--- src/rtl/munch_sequencer.sv ---
// Frame-level sequencer for the munching-squares datapath: frame counter with trails,
// pause/single-step, speed division, direction and scene cross-fades.
module munch_sequencer #(
  parameter int unsigned FRAME_W      = 9,
  parameter int unsigned TRAIL_GAP    = 5,
  parameter int unsigned SCENE_FRAMES = 512,
  parameter bit          VSYNC_ACT    = 1'b0
) (
  input  logic               clk,
  input  logic               rst_n,
  input  logic               vsync,
  input  logic               pause,
  input  logic               step,
  input  logic [1:0]         speed,
  input  logic               dir,
  input  logic               auto_en,
  input  logic [1:0]         scene_sel,
  output logic [FRAME_W-1:0] frame_no,
  output logic [FRAME_W-1:0] trail1,
  output logic [FRAME_W-1:0] trail2,
  output logic [1:0]         scene,
  output logic [1:0]         brightness,
  output logic               frame_tick,
  output logic               scene_change
);

  localparam logic [15:0]        TimerLast = 16'(SCENE_FRAMES - 1);
  localparam logic [FRAME_W-1:0] Gap1      = FRAME_W'(TRAIL_GAP);
  localparam logic [FRAME_W-1:0] Gap2      = FRAME_W'(2 * TRAIL_GAP);
  localparam logic [FRAME_W-1:0] FrameOne  = FRAME_W'(1);

  typedef enum logic [1:0] {StRun, StHold, StXfade} state_e;

  // Two-flop synchronisers for all asynchronous pin inputs, packed together.
  logic [7:0] sync1_q, sync2_q;
  logic       pause_s, step_s, dir_s, auto_en_s;
  logic [1:0] speed_s, scene_sel_s;

  always_ff @(posedge clk or negedge rst_n) begin
    if (!rst_n) begin
      sync1_q <= '0;
      sync2_q <= '0;
    end else begin
      sync1_q <= {pause, step, speed, dir, auto_en, scene_sel};
      sync2_q <= sync1_q;
    end
  end

  assign {pause_s, step_s, speed_s, dir_s, auto_en_s, scene_sel_s} = sync2_q;

  state_e             state_q, state_d;
  logic               vs_prev_q;
  logic               step_prev_q;
  logic               step_pending_q, step_pending_d;
  logic [2:0]         div_q, div_d;
  logic [15:0]        timer_q, timer_d;
  logic [2:0]         fade_q, fade_d;
  logic [1:0]         target_q, target_d;
  logic [FRAME_W-1:0] frame_q, frame_d;
  logic [1:0]         scene_q, scene_d;
  logic [1:0]         bright_q, bright_d;
  logic               tick_q, tick_d;
  logic               change_q, change_d;

  logic               frame_edge;
  logic               step_rise;
  logic [2:0]         div_limit;
  logic               div_hit;
  logic [FRAME_W-1:0] frame_adv;
  logic               scene_req;
  logic [1:0]         req_target;

  assign frame_edge = (vsync == VSYNC_ACT) && (vs_prev_q != VSYNC_ACT);
  assign step_rise  = step_s && !step_prev_q;
  assign div_limit  = 3'((4'd1 << speed_s) - 4'd1);
  // A speed drop can leave div above the new limit; treat that as a match.
  assign div_hit    = (div_q >= div_limit);
  assign frame_adv  = dir_s ? (frame_q - FrameOne) : (frame_q + FrameOne);

  always_comb begin
    if (auto_en_s) begin
      scene_req  = (timer_q == TimerLast);
      req_target = scene_q + 2'd1;
    end else begin
      scene_req  = (scene_sel_s != scene_q);
      req_target = scene_sel_s;
    end
  end

  always_comb begin
    state_d        = state_q;
    step_pending_d = step_pending_q;
    div_d          = div_q;
    timer_d        = timer_q;
    fade_d         = fade_q;
    target_d       = target_q;
    frame_d        = frame_q;
    scene_d        = scene_q;
    bright_d       = bright_q;
    tick_d         = frame_edge;
    change_d       = 1'b0;

    case (state_q)
      StRun: begin
        if (frame_edge) begin
          timer_d = timer_q + 16'd1;
          if (pause_s) begin
            state_d = StHold;
          end else begin
            if (scene_req) begin
              state_d  = StXfade;
              target_d = req_target;
              bright_d = 2'd2;
              fade_d   = 3'd0;
            end
            if (div_hit) begin
              frame_d = frame_adv;
              div_d   = 3'd0;
            end else begin
              div_d = div_q + 3'd1;
            end
          end
        end
      end
      StHold: begin
        if (frame_edge) begin
          if (step_pending_q) begin
            frame_d        = frame_adv;
            step_pending_d = 1'b0;
          end
          if (!pause_s) begin
            state_d = StRun;
          end
        end
      end
      StXfade: begin
        if (frame_edge) begin
          if (div_hit) begin
            frame_d = frame_adv;
            div_d   = 3'd0;
          end else begin
            div_d = div_q + 3'd1;
          end
          fade_d = fade_q + 3'd1;
          // fade_q counts edges after entry: brightness 1, 0, 1, 2, then 3 and exit.
          case (fade_q)
            3'd0: bright_d = 2'd1;
            3'd1: begin
              bright_d = 2'd0;
              scene_d  = target_q;
              change_d = 1'b1;
            end
            3'd2: bright_d = 2'd1;
            3'd3: bright_d = 2'd2;
            default: begin
              bright_d = 2'd3;
              state_d  = StRun;
              timer_d  = 16'd0;
            end
          endcase
        end
      end
      default: state_d = StRun;
    endcase

    if (state_q == StHold && step_rise) begin
      step_pending_d = 1'b1;
    end
  end

  always_ff @(posedge clk or negedge rst_n) begin
    if (!rst_n) begin
      state_q        <= StRun;
      vs_prev_q      <= !VSYNC_ACT;
      step_prev_q    <= 1'b0;
      step_pending_q <= 1'b0;
      div_q          <= 3'd0;
      timer_q        <= 16'd0;
      fade_q         <= 3'd0;
      target_q       <= 2'd0;
      frame_q        <= '0;
      scene_q        <= 2'd0;
      bright_q       <= 2'd3;
      tick_q         <= 1'b0;
      change_q       <= 1'b0;
    end else begin
      state_q        <= state_d;
      vs_prev_q      <= vsync;
      step_prev_q    <= step_s;
      step_pending_q <= step_pending_d;
      div_q          <= div_d;
      timer_q        <= timer_d;
      fade_q         <= fade_d;
      target_q       <= target_d;
      frame_q        <= frame_d;
      scene_q        <= scene_d;
      bright_q       <= bright_d;
      tick_q         <= tick_d;
      change_q       <= change_d;
    end
  end

  always_comb begin
    if (dir_s) begin
      trail1 = frame_q + Gap1;
      trail2 = frame_q + Gap2;
    end else begin
      trail1 = frame_q - Gap1;
      trail2 = frame_q - Gap2;
    end
  end

  assign frame_no     = frame_q;
  assign scene        = scene_q;
  assign brightness   = bright_q;
  assign frame_tick   = tick_q;
  assign scene_change = change_q;

endmodule

--- config.mk ---
export PLATFORM = sky130hd
export DESIGN_NAME = munch_sequencer
export DESIGN_NICKNAME = d
export VERILOG_FILES = /design/src/rtl/munch_sequencer.sv
export SDC_FILE = /design/constraint.sdc
export NUM_CORES = 1
export LEC_CHECK = 0
export BUFFER_PORTS_ARGS = -buffer_cell sky130_fd_sc_hd__buf_2
export CORE_MARGIN = 1.5
export CORE_UTILIZATION = 30
export CTS_CLUSTER_SIZE = 25
export DETAILED_ROUTE_END_ITERATION = 10
export GPL_TIMING_DRIVEN = 1
export PLACE_DENSITY = 0.45
export SYNTH_ARGS = -nofsm -noshare
export SYNTH_HDL_FRONTEND = slang
export SYNTH_SLANG_ARGS = --single-unit
--- constraint.sdc ---
create_clock -name clk -period 5.55 [get_ports clk]
set_input_delay 0.2775 -clock clk [delete_from_list [all_inputs] [get_ports clk]]
set_output_delay 0.2775 -clock clk [all_outputs]
set_load 0.1 [all_outputs]
== Word-level counts from Yosys, hierarchy flattened ==
Index checks and enable logic that the tools add are counted.

* Memories kept: 0
* Output and inout port bits: 33
* Bits in read-only memories: 0
* Memory bits (writable): 0
* Register bits: 60
* Logic and storage cells: 111
* Latch bits: 0

* Reductions and logical operators: 20
* $add $sub $neg: 11
* Divide/modulo/power cells: 0
* Shift-type cells: 1
* Multiplexer cells: 45
* Magnitude comparators: 1
* Bitwise logic cells: 2
* Equality and inequality tests: 16
* $mul: 0

{| class="wikitable"
|+ Operators by type and width
! operator !! count
|-
| two-way mux 9 bit || 9
|-
| two-way mux 16 bit || 3
|-
| one-hot mux 16 bit (2 select lines) || 1
|-
| one-hot mux 9 bit (3 select lines) || 1
|-
| two-way mux 3 bit || 8
|-
| two-way mux 2 bit || 11
|-
| adder 16 x 1 -> 16 bit, second input constant || 1
|-
| == test 16 x 9 -> 1 bit, second input constant || 1
|-
| inequality test 2 bit, second input constant || 8
|-
| one-hot mux 2 bit (3 select lines) || 2
|-
| one-hot mux 3 bit (2 select lines) || 2
|-
| AND reduction 4 bit || 3
|-
| AND reduction 6 bit || 2
|-
| adder 9 x 1 -> 9 bit, second input constant || 1
|-
| adder 9 x 3 -> 9 bit, second input constant || 1
|-
| adder 9 x 4 -> 9 bit, second input constant || 1
|-
| subtractor 9 x 1 -> 9 bit, second input constant || 1
|-
| subtractor 9 x 3 -> 9 bit, second input constant || 1
|-
| subtractor 9 x 4 -> 9 bit, second input constant || 1
|-
| two-way mux 1 bit || 7
|-
| adder 3 x 1 -> 3 bit, second input constant || 2
|-
| == test 3 x 2 -> 1 bit, second input constant || 2
|-
| nonzero test 2 bit || 3
|-
| AND reduction 5 bit || 1
|-
| 20 further kinds || 23
|}

== Logic depth before layout (Yosys ltp) ==
Gate-level depths: netlist of run 1.

* Depth in word-level cells: 7
* Depth in mapped cells: 9

== Worst setup path before layout of run 1 ==
OpenSTA, ideal clock, no wires.

* Path kind: reg-to-output
* From: register frame_q[2], in the netlist frame_no[2]
* To: output trail2[6]
* Arrival: 3.625 ns
* Stages on the path, launching flop included: 7
* Buffers on the path: 1
* Setup slack: 1.647 ns
* Path through: dfrtp_1 -> ha_1 -> clkbuf_1 -> a21oi_1 -> o21ai_0 -> a31oi_1 -> xnor2_1

* Longest elaborated chain between the ends: 2

{| class="wikitable"
|+ RTL lines
! item !! line !! text
|-
| from (decl) || 59 || <nowiki>logic [FRAME_W-1:0] frame_q, frame_d;</nowiki>
|-
| from (signal assigned) || 195 || <nowiki>frame_q <= frame_d;</nowiki>
|-
| subtractor 9 x 4 -> 9 bit / adder 9 x 4 -> 9 bit (equally long branches) || 209, 206 ||
|-
| two-way mux 9 bit * || 204 || <nowiki>if (dir_s) begin</nowiki>
|-
| to (decl) || 20 || <nowiki>output logic [FRAME_W-1:0] trail2,</nowiki>
|}

Every way passes the cells marked *; elsewhere a longest branch is shown, timed or not.

== Worst setup path in the final report of run 1 ==
* From: register sync2_q[3]
* To: output trail2[7]

* Longest elaborated chain between the ends: 1

{| class="wikitable"
|+ RTL lines
! item !! line !! text
|-
| from (decl) || 35 || <nowiki>logic [7:0] sync1_q, sync2_q;</nowiki>
|-
| from (signal assigned) || 45 || <nowiki>sync2_q <= sync1_q;</nowiki>
|-
| two-way mux 9 bit || 204 ||
|}

No other way between the ends.

==> metrics.log, run 1 <==
INFO  metric status = finished clean
INFO  metric minimum_clock_period_after_layout = between 3 and 4 ns
INFO  metric syn-num-nets = approximately 380
INFO  metric sequential_share_of_the_synthesized_area = 0.450
INFO  metric wl = roughly 7000 um
INFO  metric worst-r2r-cell-count = 5
INFO  metric worst_setup_path_start_kind = flop
INFO  metric initial_utilization = 0.309
INFO  metric via_count_of_the_first_global_routing_pass = between 2000 and 2500
INFO  metric post-route-drc-count = 0
INFO  metric fin_skew = about 0.013 ns
INFO  metric cp.depth = 9
INFO  metric gp_congestion = about 0.81
INFO  metric cts_root_buffer = clkbuf_8
INFO  metric layout_worst_path_cycle_share = 0.630
INFO  metric relSlewSlack = 0.494
INFO  metric cts.sink_count = 60
INFO  metric critPathRequiredTime = 5.27 ns
INFO  metric fin_hold_ws = 0.0418 ns
INFO  metric crit_buf_inv = 3
INFO  metric finalSetupViolCount = 0
INFO  metric area_growth_syn_to_layout = 15.2%
INFO  metric grt_pass1_wl = 11700 um
INFO  metric portBuffers = between 40 and 50
INFO  metric die_y = around 110 um
INFO  metric synth.yosys.warnings = 0
INFO  metric critical-path-slowest-cell = dfrtp_1
INFO  metric async_reset_ff_frac = 1.00
INFO  metric ys_seq_elements = 60
INFO  metric worstPathCellList = inv_1 -> ha_1 -> inv_1 -> a21o_1 -> a21oi_1 -> o21bai_1 -> a21oi_1 -> xnor2_1 -> buf_2
INFO  metric cap_violations = 0
INFO  metric antenna_cells_inserted = 0
INFO  metric min_path_cells = 1
INFO  metric mostFrequentLayoutCells = dfrtp_1 (57), buf_2 (43), nand2_1 (32)
INFO  metric clkLatencyLatePin = ~0.34 ns
INFO  metric placedCellCount = between 500 and 600
INFO  metric worstSetupEndpointType = primary output
INFO  metric drive_gt1_frac = 0.179
INFO  metric placeableCoreArea = ~0.011 mm^2
INFO  metric post_cts_hold_buffer_count = 0
INFO  metric critPathArrivalTime = ~3.2 ns
INFO  metric setup_total_negative_slack = 0 ns
INFO  metric chipWidth = approximately 110 um
INFO  metric multi_input_area = around 0.0017 mm^2
INFO  metric gr-usage-all-layers = 0.127
INFO  metric die-area = approximately 0.012 mm^2
INFO  metric grt_remaining_overflow = 0
INFO  metric commonest_non_fill_non_tap_cell_in_the_layout = dfrtp_1
INFO  metric slew_viol_final = 0
INFO  metric postSynth.topFlopCell = dfrtp_1
INFO  metric synth.distinct_cells = between 40 and 50
INFO  metric cts-htree-levels = 3
INFO  metric rows = 38
INFO  metric initialDrtViolationCount = ~90
INFO  metric critical_path.top_delay_family = buffers and inverters
INFO  metric count_of_vias_placed_by_the_detailed_router = about 2500
INFO  metric avgSynthCellArea = around 9.8 um^2
INFO  metric io_pins = 44
INFO  metric wire_per_inst = between 10 and 15 um
INFO  metric number_of_gates_resized_after_cts = 0
INFO  metric final-seq-area = between 0.0015 and 0.002 mm^2
INFO  metric largest_net_degree_at_the_start_of_global_routing = 61
INFO  metric cts_setup_buffers = 0
INFO  metric final_hold_fails = 0
INFO  metric fill_cells = 1131
INFO  metric post_synth_edffs = 0
INFO  metric stdcell_count = ~530
INFO  metric dp_hpwl = 4710 um
INFO  metric tritoncts = done
INFO  metric vias_per_cell = about 4.8
INFO  metric grt_antenna_before_repair = 1
INFO  metric unrepaired_setup_endpoints_after_global_routing = false
INFO  metric crit_type = flop to primary output
INFO  metric ant_nets = 0
INFO  metric worst_pin_slew = ~0.76 ns
INFO  metric cts.clk_slew.worst_paths = 0.07 ns
INFO  metric syn-cell-area = around 0.0033 mm^2
INFO  metric gate_count_post_synth = 340
INFO  metric drtPass1Iterations = 4
INFO  metric tritoncts.num_buffers = 9
INFO  metric fmax = between 200 and 300 MHz
INFO  metric critPathMaxStageDelay = 0.60 ns
INFO  metric clock_path_buffers = 2
INFO  metric critPathMaxFanout = 11
INFO  metric fin_nets = around 420
INFO  metric hold_path.class = input port to flop
==> sequential cells by signal, summed over array words and instances, names as in the netlist <==
register	count
scene	2
frame_tick	1
scene_change	1
div_q	3
fade_q	3
sync1_q	8
brightness	2
state_q	2
target_q	2
sync2_q	8
step_prev_q	1
frame_no	9
step_pending_q	1
vs_prev_q	1
timer_q	16
==> final timing paths <==
check	to	slack, ns	start
max	trail2[7]	2.05	sync2_q[3]
min	sync1_q[5]	0.04	speed[1]
max reg2reg	frame_no[2]	2.81	vs_prev_q
min reg2reg	sync2_q[2]	0.35	sync1_q[2]
max in group asynchronous	step_pending_q	4.94	rst_n
min in group asynchronous	sync1_q[0]	0.11	rst_n
==> through the flow <==
step | util | setup slack, ns | instance area (um^2)
after global placement | 0.339 | 2.55 | 3670
final | 0.355 | 2.05 | 3850
after detailed placement | 0.339 | 2.45 | 3670
after CTS | 0.355 | 2.04 | 3850
after global routing | 0.355 | 1.82 | 3850
after floorplan | - | 1.65 | 3340
==> kinds of logic (layout without fill, tap and decap cells) <==
group / Yosys count / after routing / synth area share
AND/OR/NAND/NOR: 101 / 101 / 0.150
adder cells (fa/ha/maj): 25 / 25 / 0.100
AO/OA/AOI/OAI: 80 / 80 / 0.146
buffers and inverters: 34 / 79 / 0.0430
multiplexers: 12 / 12 / 0.0378
flip-flops: 60 / 60 / 0.450
XOR/XNOR: 28 / 28 / 0.0733
==> routing by layer <==
layer  part of all wire  track usage  vias up
met4              0.012       0.0461        2
met1               0.49        0.168     1194
li1                   -            -     1255
met2               0.45        0.195       46
met3              0.045       0.0380        7
met5             0.0015            0        -
==> cell type report <==
class / count / area share
clock inverter: 5 / 0.0136
clock buffer: 11 / 0.0341
multi-input combinational: 246 / 0.440
timing repair buffer: 44 / 0.0578
tap: 140 / 0.0455
inverter: 19 / 0.0185
sequential: 60 / 0.391
==> synth_stat cells, types with 2 or more instances <==
cell type,instances,area share
buf_2,4,0.0060
a22o_1,2,0.0052
inv_1,19,0.021
dfstp_2,3,0.024
nor2_1,27,0.030
a31oi_1,8,0.015
and3_1,3,0.0056
xor2_1,6,0.016
o31ai_1,2,0.0045
nor2b_1,6,0.011
fa_1,3,0.018
nand3_1,9,0.013
nand4b_1,2,0.0052
mux2_2,2,0.0067
or2_2,2,0.0037
mux2_1,3,0.010
nor4_1,2,0.0037
xnor2_1,22,0.058
nand4_1,2,0.0037
nand2_1,32,0.036
clkbuf_1,8,0.0090
mux2i_1,7,0.021
a32o_1,3,0.0090
ha_1,22,0.082
buf_4,3,0.0067
dfrtp_1,57,0.43
nor3_1,5,0.0075
a21oi_1,23,0.034
a21o_1,6,0.013
nand2b_1,6,0.011
o21ai_0,24,0.036
o21bai_1,3,0.0067
==> worst register-to-register path, cell delays in order, from the launching register on <==
cell,delay [ns]
dfstp_2,0.52
nor2b_1,0.52
nand2b_1,0.39
a21oi_1,0.32
a32o_1,0.52
mux2_1,0.38
Power of run 1 is not shown: default switching activity piles up to over one toggle a cycle in this logic, so the estimate is an artifact.
==> inputs of run 2 (changes only) <==
PLACE_DENSITY = 0.47   (was 0.45)
clock period = 2.9 ns   (was 5.55 ns; I/O delays follow)
==> run 2 against run 1 <==
  * Sequential cell count unchanged
  * Utilization up 5.1 points
  * Highest routed layer is now met4
  * Die area unchanged
  * Critical path depth down 1
  * Global-route usage up 0.68 points
  * Count of clock-buffer cells in the layout unchanged
==> metrics.log, run 2 (synthesis results as in run 1) <==
INFO  metric commonest_non_fill_non_tap_cell_in_the_layout = dfrtp_1
INFO  metric portBuffers = 43
INFO  metric gr-usage-all-layers = 0.134
INFO  metric grt_pass1_wl = 12200 um
INFO  metric fmax = ~360 MHz
INFO  metric die_y = approximately 110 um
INFO  metric antenna_cells_inserted = 0
INFO  metric minimum_clock_period_after_layout = between 2 and 3 ns
INFO  metric crit_type = flop to primary output
INFO  metric dp_hpwl = just over 5000 um
INFO  metric worstPathCellList = inv_1 -> ha_1 -> a21o_1 -> a21o_1 -> a21o_1 -> a21oi_1 -> xnor2_4 -> buf_12
INFO  metric largest_register_ff_count = 16
INFO  metric finalSetupViolCount = 0
INFO  metric cap_violations = 0
INFO  metric grt_antenna_before_repair = 0
INFO  metric timing.hold.worst.start = sync1_q[1]
INFO  metric worstSetupEndpointType = primary output
INFO  metric setup.reg_to_reg.worst_slack = between 0.5 and 0.6 ns
INFO  metric unrepaired_setup_endpoints_after_global_routing = true
INFO  metric critical-path-slowest-cell = dfrtp_1
INFO  metric critPathRequiredTime = around 2.8 ns
INFO  metric post-route-drc-count = 0
INFO  metric rows = 38
INFO  metric cts.sink_count = 60
INFO  metric layout_worst_path_cycle_share = 0.945
INFO  metric placedCellCount = 520
INFO  metric ant_nets = 0
INFO  metric timing.hold.worst_endpoint = sync2_q[1]
INFO  metric grt_remaining_overflow = 0
INFO  metric timing.rr.start = sync2_q[5]
INFO  metric vias_per_cell = 4.65
INFO  metric status = finished clean
INFO  metric drive_gt1_frac = 0.249
INFO  metric clkLatencyLatePin = 0.34 ns
INFO  metric tritoncts.num_buffers = 9
INFO  metric critical-path-top-cell-by-count = a21o_1
INFO  metric worst_pin_slew = slightly above 0.9 ns
INFO  metric reg2reg_to = frame_no[8]
INFO  metric worst_setup_path_start_kind = flop
INFO  metric hold_path.class = flop to flop
INFO  metric critPathArrivalTime = 2.60 ns
INFO  metric cts.clk_slew.worst_paths = about 0.070 ns
INFO  metric max_flop_register = timer_q
INFO  metric critPathMaxStageDelay = between 0.3 and 0.4 ns
INFO  metric worst-r2r-cell-count = 8
INFO  metric via_count_of_the_first_global_routing_pass = approximately 2500
INFO  metric wl = ~7000 um
INFO  metric critical_path.top_delay_family = compound AO/OA/AOI/OAI gates
INFO  metric gp_congestion = between 0.8 and 0.9
INFO  metric tritoncts = done
INFO  metric critPathMaxFanout = 9
INFO  metric slew_viol_final = 0
INFO  metric cts-htree-levels = 3
INFO  metric initialDrtViolationCount = 87
INFO  metric final_hold_fails = 0
INFO  metric drtPass1Iterations = 4
INFO  metric chipWidth = between 100 and 150 um
INFO  metric initial_utilization = 0.309
INFO  metric crit_buf_inv = 2
INFO  metric clock_path_buffers = 2
INFO  metric relSlewSlack = 0.388
INFO  metric cts_root_buffer = clkbuf_8
INFO  metric fin_skew = 0.00852 ns
INFO  metric placeableCoreArea = 0.0108 mm^2
INFO  metric die-area = roughly 0.012 mm^2
INFO  metric stdcell_count = 546
INFO  metric wire_per_inst = 13.0 um
INFO  metric mostFrequentLayoutCells = dfrtp_1 (55), buf_2 (34), nand2_1 (32)
INFO  metric io_pins = 44
INFO  metric largest_net_degree_at_the_start_of_global_routing = 42
INFO  metric area_growth_syn_to_layout = 31.7%
INFO  metric count_of_vias_placed_by_the_detailed_router = ~2500
INFO  metric min_path_cells = 0
INFO  metric fin_nets = 437
INFO  metric utilization = 0.406
[run 2: cell types whose count changed in the layout (fill, tap and decap cells not counted), sizes merged]
cell / before / now
buf: 44 / 55
bufinv: 1 / 2
dlygate4sd3: 0 / 10
clkinvlp: 1 / 0
[run 2: per-layer routing]
metal / vias up / track usage / wire (um)
met2: 42 / 0.212 / 3280
met4: 0 / 0.0733 / 134
met3: 10 / 0.0199 / 246
met1: 1189 / 0.174 / 3430
li1: 1297 / - / -
met5: - / 0 / 0
[run 2: what timing repair did]
action | 4_1_cts | 5_1_grt
setup buffers | 0 | 0
setup endpoints to repair | 0 | 6
hold buffers | 10 | 0
gates resized for setup | 0 | 6
endpoints found under the hold margin | 46 | 0
[run 2: worst register-to-register path: stages (launching register included)]
cell     delay [ns]
dfrtp_1        0.38
or2_2          0.30
ha_1           0.28
nor2b_1        0.04
o21ai_0        0.36
a32o_1         0.45
buf_4          0.21
nand2_1        0.06
xnor2_1        0.12
[run 2: layout make-up]
| cell class | instances | area, um^2 |
|---|---|---|
| fillers | 1083 | 6430 |
| clock buffers | 11 | 141 |
| multi-input cells | 246 | 1890 |
| well taps | 140 | 175 |
| inverters | 19 | 71.3 |
| flip-flops and latches | 60 | 1510 |
| clock inverters | 5 | 75.1 |
| repair buffers | 65 | 541 |
[run 2: how the worst max path moves through the flow]
stage                startpoint        end  cells past startpoint
floorplan           frame_no[3]  trail2[6]                      5
global placement     sync2_q[3]  trail2[7]                      9
detailed placement   sync2_q[3]  trail2[7]                      9
CTS                  sync2_q[3]  trail2[7]                      9
global route         sync2_q[3]  trail1[7]                      8
finish               sync2_q[3]  trail2[8]                      8
[run 2: through the flow]
| stage | setup TNS (ns) | hold slack [ns] | area [um^2] | setup slack [ns] |
|---|---|---|---|---|
| 3_3_place_gp | 0 | 0.252 | 4070 | 0.456 |
| 3_5_place_dp | 0 | 0.254 | 4070 | 0.414 |
| 5_1_grt | -0.0115 | 0.357 | 4410 | -0.0115 |
| 6_report | 0 | 0.350 | 4410 | 0.160 |
| 4_1_cts | 0 | 0.354 | 4390 | 0.0326 |
| 2_1_floorplan | -1.07 | -0.151 | 3530 | -0.430 |
Power of run 2 is left out for the same reason.
